==> config.mk <==
export PLATFORM = sky130hd
export DESIGN_NAME = prim_stream_unpack_flat
export DESIGN_NICKNAME = d
export VERILOG_FILES = /design/src/rtl/prim_stream_unpack_pkg.sv /design/src/rtl/prim_stream_unpack_if.sv /design/src/rtl/prim_stream_unpack.sv /design/src/flat_wrapper.sv
export SDC_FILE = /design/constraint.sdc
export NUM_CORES = 1
export LEC_CHECK = 0
export ABC_AREA = 1
export BUFFER_PORTS_ARGS = -buffer_cell sky130_fd_sc_hd__buf_2
export CAP_MARGIN = 40
export CORE_MARGIN = 5
export CORE_UTILIZATION = 45
export CTS_BUF_LIST = sky130_fd_sc_hd__clkbuf_16
export DETAILED_ROUTE_END_ITERATION = 6
export PLACE_DENSITY = 0.69
export SLEW_MARGIN = 20
export SYNTH_ARGS = -nofsm -noshare
export SYNTH_HDL_FRONTEND = slang
export SYNTH_SLANG_ARGS = --single-unit
export TNS_END_PERCENT = 100
==> constraint.sdc <==
create_clock -name clk_i -period 3.3 [get_ports clk_i]
set_input_delay 0.66 -clock clk_i [delete_from_list [all_inputs] [get_ports clk_i]]
set_output_delay 0.66 -clock clk_i [all_outputs]
set_load 0.005 [all_outputs]
==> src/rtl/prim_stream_unpack_pkg.sv <==
// Shared stream helpers: beat-count arithmetic and the unpacker state encoding.
package prim_stream_unpack_pkg;

   typedef enum logic [0:0] {
      ST_IDLE = 1'b0,
      ST_EMIT = 1'b1
   } unpack_state_e;

   // Number of narrow beats carried by one wide word.
   function automatic int unsigned ratio(input int unsigned in_w, input int unsigned out_w);
      return in_w / out_w;
   endfunction

   // Width of a counter able to hold 0..r inclusive.
   function automatic int unsigned cnt_width(input int unsigned r);
      return $clog2(r + 1);
   endfunction

endpackage

==> src/rtl/prim_stream_unpack_if.sv <==
// Wide-in / narrow-out valid/ready stream bundle used by prim_stream_unpack.
interface prim_stream_unpack_if
   import prim_stream_unpack_pkg::*;
#(
   parameter int unsigned InW  = 32,
   parameter int unsigned OutW = 8
) ();

   localparam int unsigned CntW = cnt_width(ratio(InW, OutW));

   logic            in_valid_i;
   logic            in_ready_o;
   logic [InW-1:0]  in_data_i;
   logic [CntW-1:0] in_len_i;
   logic            out_valid_o;
   logic            out_ready_i;
   logic [OutW-1:0] out_data_o;
   logic            out_last_o;

   // Unpacker side: consumes words, produces beats.
   modport slave (
      input  in_valid_i, in_data_i, in_len_i, out_ready_i,
      output in_ready_o, out_valid_o, out_data_o, out_last_o
   );

   // Environment side: produces words, consumes beats.
   modport master (
      output in_valid_i, in_data_i, in_len_i, out_ready_i,
      input  in_ready_o, out_valid_o, out_data_o, out_last_o
   );

endinterface

==> src/rtl/prim_stream_unpack.sv <==
// Splits one InW-bit word into up to InW/OutW OutW-bit beats on a valid/ready stream.
module prim_stream_unpack
   import prim_stream_unpack_pkg::*;
#(
   parameter int unsigned InW      = 32,
   parameter int unsigned OutW     = 8,
   parameter bit          MsbFirst = 1'b0,
   parameter bit          ZeroIdle = 1'b1
) (
   input  logic                clk_i,
   input  logic                rst_ni,
   input  logic                clr_i,
   prim_stream_unpack_if.slave bus,
   output logic                busy_o,
   output logic                err_o
);

   localparam int unsigned Ratio = ratio(InW, OutW);
   localparam int unsigned CntW  = cnt_width(Ratio);
   localparam logic [CntW-1:0] LenMax = CntW'(Ratio);

   if (((InW % OutW) != 0) || (Ratio < 2)) begin : g_bad_params
      $error("prim_stream_unpack: InW must be a multiple of OutW with InW/OutW >= 2");
   end

   unpack_state_e   r_state, w_state_nxt;
   logic [InW-1:0]  r_data;
   logic [CntW-1:0] r_idx, r_len, w_sel;
   logic            r_err;
   logic            w_valid, w_last, w_in_ready, w_accept, w_xfer, w_len_bad;
   logic [OutW-1:0] w_beat;

   // State register.
   always_ff @(posedge clk_i or negedge rst_ni) begin
      if (!rst_ni) r_state <= ST_IDLE;
      else         r_state <= w_state_nxt;
   end

   // Held word, beat index, beat count and sticky length error.
   always_ff @(posedge clk_i or negedge rst_ni) begin
      if (!rst_ni) begin
         r_data <= '0;
         r_idx  <= '0;
         r_len  <= '0;
         r_err  <= 1'b0;
      end else if (clr_i) begin
         r_idx  <= '0;
         r_err  <= 1'b0;
      end else if (w_accept) begin
         r_data <= bus.in_data_i;
         r_len  <= w_len_bad ? LenMax : bus.in_len_i;
         r_idx  <= '0;
         r_err  <= r_err | w_len_bad;
      end else if (w_xfer && !w_last) begin
         r_idx  <= r_idx + CntW'(1);
      end
   end

   // Next state: a last-beat transfer reloads directly when a new word is accepted.
   always_comb begin
      w_state_nxt = r_state;
      if (clr_i) begin
         w_state_nxt = ST_IDLE;
      end else begin
         unique case (r_state)
            ST_IDLE: if (w_accept) w_state_nxt = ST_EMIT;
            ST_EMIT: if (w_xfer && w_last) w_state_nxt = w_accept ? ST_EMIT : ST_IDLE;
            default: w_state_nxt = ST_IDLE;
         endcase
      end
   end

   // Outputs, handshake and beat mux; everything driven from registers except in_ready's out_ready term.
   always_comb begin
      w_valid    = (r_state == ST_EMIT);
      w_last     = w_valid && (r_idx == (r_len - CntW'(1)));
      w_in_ready = !clr_i && (!w_valid || (bus.out_ready_i && w_last));
      w_accept   = bus.in_valid_i && w_in_ready;
      w_xfer     = w_valid && bus.out_ready_i;
      w_len_bad  = (bus.in_len_i == '0) || (bus.in_len_i > LenMax);
      w_sel      = MsbFirst ? ((LenMax - CntW'(1)) - r_idx) : r_idx;
      w_beat     = r_data[w_sel*OutW +: OutW];

      bus.in_ready_o  = w_in_ready;
      bus.out_valid_o = w_valid;
      bus.out_last_o  = w_last;
      bus.out_data_o  = (ZeroIdle && !w_valid) ? '0 : w_beat;
      busy_o          = w_valid;
      err_o           = r_err;
   end

endmodule

==> src/flat_wrapper.sv <==
// flat-port wrapper written by rule: the top's interface ports become plain ports
module prim_stream_unpack_flat import prim_stream_unpack_pkg::*;
#(
   parameter int unsigned InW      = 32,
   parameter int unsigned OutW     = 8,
   parameter bit          MsbFirst = 1'b0,
   parameter bit          ZeroIdle = 1'b1
)
  (clk_i, rst_ni, clr_i, busy_o, err_o, bus_in_valid_i, bus_in_data_i, bus_in_len_i, bus_out_ready_i, bus_in_ready_o, bus_out_valid_o, bus_out_data_o, bus_out_last_o);
  prim_stream_unpack_if #(.InW(InW), .OutW(OutW)) bus_i ();
  input  logic clk_i;
  input  logic rst_ni;
  input  logic clr_i;
  output logic busy_o;
  output logic err_o;
  input wire logic [$bits(bus_i.in_valid_i)-1:0] bus_in_valid_i;
  input wire logic [$bits(bus_i.in_data_i)-1:0] bus_in_data_i;
  input wire logic [$bits(bus_i.in_len_i)-1:0] bus_in_len_i;
  input wire logic [$bits(bus_i.out_ready_i)-1:0] bus_out_ready_i;
  output wire logic [$bits(bus_i.in_ready_o)-1:0] bus_in_ready_o;
  output wire logic [$bits(bus_i.out_valid_o)-1:0] bus_out_valid_o;
  output wire logic [$bits(bus_i.out_data_o)-1:0] bus_out_data_o;
  output wire logic [$bits(bus_i.out_last_o)-1:0] bus_out_last_o;
  assign bus_i.in_valid_i = bus_in_valid_i;
  assign bus_i.in_data_i = bus_in_data_i;
  assign bus_i.in_len_i = bus_in_len_i;
  assign bus_i.out_ready_i = bus_out_ready_i;
  assign bus_in_ready_o = bus_i.in_ready_o;
  assign bus_out_valid_o = bus_i.out_valid_o;
  assign bus_out_data_o = bus_i.out_data_o;
  assign bus_out_last_o = bus_i.out_last_o;
  prim_stream_unpack #(.InW(InW), .OutW(OutW), .MsbFirst(MsbFirst), .ZeroIdle(ZeroIdle)) u_core (.clk_i(clk_i), .rst_ni(rst_ni), .clr_i(clr_i), .bus(bus_i), .busy_o(busy_o), .err_o(err_o));
endmodule
==> results.md <==
Cells and area:
- The commonest non-fill, non-tap cell in the layout is sky130_fd_sc_hd__nand2_1.
- Relative to the synthesized area, the layout overhead comes to 17.2%.
- Measured on the finished design, the core utilization comes to 0.536.
- Leaving out fill and tap cells, the most frequent cells in the layout are sky130_fd_sc_hd__nand2_1 (84), sky130_fd_sc_hd__buf_2 (52), sky130_fd_sc_hd__dfrtp_1 (40).
- The proportion of layout cells with a drive suffix above 1 is 0.243.
- The net count reported at finish is 360.
- The layout has 439 filler cells.
- After routing the design area is between 2000 and 2500 sq um.
- The antenna diode instance count is 0.

Clock network:
- Clock tree synthesis found a total of 40 sinks.
- The clock edge transition at the registers on the reported setup and hold paths is 60 ps.
- The TritonCTS clock tree is done.
- The source-to-sink clock delay at the later pin of the worst-skew pair is 280 ps.
- The level count of the clock H-tree is 2.
- Buffers added to address setup during post-CTS repair amount to 0.
- The clock buffer count from CTS is 5.
- In this run, post-CTS repair resized a total of 0 instances.
- The cell at the root of the clock tree is sky130_fd_sc_hd__clkbuf_16.
- After clock tree synthesis, the flow added hold-fix buffers numbering 0.
- The maximum buffer depth of the clock tree is 2.

Power:
- The total leakage power is between 1 and 1.5 nW.
- The internal portion of the total power is 0.000936 W.
- The power share of the sequential group is 0.470.
- The combinational group share of total power is 0.179.
- The share of total power dissipated in the clock network is 0.351.
- The switching power is 0.000373 W.
- Dividing total power by cell area gives a power density of 524 nW/um^2.
- The switching portion of total power is 0.285.
- Across the VDD grid, the largest voltage drop is around 0.24 mV.

Drt:
- The detailed-route via count is 1840.
- In this run, the number of DRC markers left after iteration 0 of detailed routing was 99.
- The detailed-route DRC error count is 0.
- The number of vias per cell after detailed routing is a little under 5.
- The number of detailed-route iterations in the first pass is 4.
- The count of nets left with antenna violations once routing finished came out at 0.
- The wire length per cell after detailed routing is about 13 um.
- The final layout contains routed wiring with a total length of 4.92 mm.

Synthesis:
- The count of flip-flops with a built-in enable after synthesis is 0.
- The most used flip-flop cell after synthesis is sky130_fd_sc_hd__dfrtp_1.
- During synthesis, Yosys emitted a total of 0 warnings.
- Counting distinct cell types in the post-synthesis netlist gives 24.
- Averaged over all synthesized cells, the footprint is 7.87 sq um.
- The synthesized design contains 40 register bits.
- The net count of the mapped netlist is about 310.
- Of all flip-flops after synthesis, the portion carrying an async set or reset was 1.00.
- The sequential share of the synthesized area is 0.469.
- Summing every instance area after synthesis gives 2130 sq um.
- The cell count after synthesis came out at approximately 270.

Floorplan:
- Measured along the y axis, the die boundary spans 78.9 um.
- The width of the chip is 78.9 um.
- The die covers 6220 sq um.
- The area of the core is 4660 sq um.
- The effective utilization at floorplan is 0.458.
- The boundary pin count is 53.
- The number of cell rows is 25.

GRT:
- Summed over all layers, the global routing overflow is 0.
- The first global-routing pass estimated 8.31 mm of wire.
- The via count of the first global-routing pass came to 1766.
- The number of antenna violations at the first check in global routing is 0.
- The total global-route track usage is 0.171.
- Entering global routing, the biggest net connects 41 pins.

STA:
- Across the routed clock network, the largest skew measured is ~5.6 ps.
- The highest clock frequency the design can meet is about 390 MHz.
- Of the available clock period, the critical path in the final layout requires 0.781.
- Headroom to the max-slew limit came out at 0.526.
- Setup violations remaining at the end of the flow were counted as 0.
- The final hold violation count came to 0.
- The final number of max-transition violations came to 0.
- For the finished layout, the period the worst path requires is 2580 ps.
- The total negative slack for setup checks is 0 ps.
- Setup repair after global routing left no endpoint under its margin.
- The slew at the pin closest to its max-slew limit is ~710 ps.
- Hold timing on the final database bottoms out at a slack of 229 ps.

Critical path:
- The largest single stage delay on the critical path is 800 ps.
- Counting buffers and inverters, the worst setup path is 7 cells deep.
- The capture instance of the worst register-to-register path is u_core.r_idx[0].
- The signal on the critical path passes through inv_6 > nand2_4 > nand2_2 > nor2_2 > nand3_2 > a21oi_4 > buf_2.
- The worst path arrival time is roughly 1900 ps.
- Among all stages on the critical path, the largest delay is contributed by sky130_fd_sc_hd__dfrtp_1.
- The critical path in this run is classified as reg -> out.
- Data on the critical path is required at its endpoint by 2640 ps.
- Of all nets on the critical path, the largest fanout is 20.
- The worst setup path is captured at an output pin.
- The type of origin of the critical path is a flip-flop.
- The depth of the worst register-to-register path is 9.
- The family of cells with the greatest summed delay on the critical path is flip-flops.
- The count of buffer and inverter cells on the critical path is 2.
- The startpoint identified for the worst register-to-register timing path is u_core.r_idx[0].
- The slack of the worst reg-to-reg path is about 1000 ps.

Placement:
- The weighted congestion at the end of routability-driven global placement is 0.845.
- Input and output buffers added on the ports amount to between 50 and 60.
- Summing all placed instances gives a cell area of 2360 sq um.
- The HPWL after detailed placement is between 3 and 4 mm.

Min path:
- The min-delay analysis places its worst path in the category in -> async.

Flow run:
- Across the run, the number of max-cap violations was 0.

Status:
- The run finished with clean final reports.
==> final cells by class <==
cell class	instances	area, sq um	area share
Sequential cell	40	1000	0.400
Multi-Input combinational cell	200	937	0.375
Timing Repair Buffer	55	295	0.118
Clock buffer	5	125	0.0501
Tap cell	54	67.6	0.0270
Inverter	15	61.3	0.0245
Clock inverter	2	12.5	0.00501
==> synth_stat cells, types with 2 or more instances <==
master / count / share of area
sky130_fd_sc_hd__nand2_1: 84 / 0.15
sky130_fd_sc_hd__dfrtp_1: 40 / 0.47
sky130_fd_sc_hd__nand3_1: 37 / 0.087
sky130_fd_sc_hd__nor2_1: 35 / 0.062
sky130_fd_sc_hd__o21ai_0: 16 / 0.038
sky130_fd_sc_hd__inv_1: 13 / 0.023
sky130_fd_sc_hd__a21oi_1: 9 / 0.021
sky130_fd_sc_hd__buf_6: 8 / 0.042
sky130_fd_sc_hd__buf_4: 3 / 0.011
sky130_fd_sc_hd__clkbuf_1: 3 / 0.0053
sky130_fd_sc_hd__ha_1: 3 / 0.018
sky130_fd_sc_hd__nand2_2: 3 / 0.0088
sky130_fd_sc_hd__o21ai_2: 3 / 0.012
sky130_fd_sc_hd__buf_2: 2 / 0.0047
sky130_fd_sc_hd__or2_2: 2 / 0.0059
sky130_fd_sc_hd__xor2_1: 2 / 0.0082
==> worst register-to-register path: stages, from the launching register on <==
cell and delay [ps]:
sky130_fd_sc_hd__dfrtp_1 800, sky130_fd_sc_hd__inv_6 140, sky130_fd_sc_hd__nand2_4 110, sky130_fd_sc_hd__nand2_2 50
sky130_fd_sc_hd__nor2_2 130, sky130_fd_sc_hd__nand3_2 130, sky130_fd_sc_hd__nand2_2 130, sky130_fd_sc_hd__nand3_4 370
sky130_fd_sc_hd__nand2_2 220, sky130_fd_sc_hd__nor2_1 70
==> cells by family (layout without fill, tap and decap cells) <==
group                    Yosys count  count (layout)  synth area share
AO/OA/AOI/OAI                     29              29            0.0786
XOR/XNOR                           2               2           0.00821
buffers and inverters             31              77            0.0915
flip-flops                        40              40             0.469
adder cells (fa/ha/maj)            3               3            0.0176
AND/OR/NAND/NOR                  166             166             0.335
==> power groups by stage <==
| stage | sequential [W] | combinational (W) | clock [W] |
|---|---|---|---|
| 2_1_floorplan | 0.000600 | 0.000177 | 0 |
| 3_3_place_gp | 0.000623 | 0.000228 | 0 |
| 3_5_place_dp | 0.000623 | 0.000237 | 0 |
| 4_1_cts | 0.000615 | 0.000238 | 0.000467 |
| 5_1_grt | 0.000624 | 0.000275 | 0.000490 |
| 6_report | 0.000616 | 0.000234 | 0.000459 |
==> through the flow <==
step           setup WS, ps  std cells  power [W]
5_1_grt                 567        371    0.00139
3_3_place_gp           1070        363   0.000851
3_5_place_dp           1050        364   0.000860
6_report                721        371    0.00131
2_1_floorplan          1190        271   0.000777
4_1_cts                 725        371    0.00132
==> sequential cells by signal (all words and copies together) (netlist names) <==
signal,cells
u_core.r_data,32
u_core.bus.out_valid_o,1
u_core.r_idx,3
u_core.r_len,3
u_core.err_o,1
==> worst max-delay path by stage <==
stage / slack [ps] / from / to
after floorplan: 1190 / u_core.r_len[0] / bus_in_ready_o
after global placement: 1070 / u_core.r_idx[0] / bus_in_ready_o
after detailed placement: 1050 / u_core.r_idx[0] / bus_in_ready_o
after CTS: 720 / u_core.r_idx[0] / bus_in_ready_o
after global routing: 570 / u_core.r_idx[0] / bus_in_ready_o
final: 720 / u_core.r_idx[0] / bus_in_ready_o
==> metal layers <==
metal | routed length [um] | global-route usage
met1 | 2420 | 0.240
met3 | 220 | 0.0465
met5 | 0 | 0
met4 | 68 | 0.0515
met2 | 2210 | 0.259
Note: power is estimated with default switching activity, not from simulation.
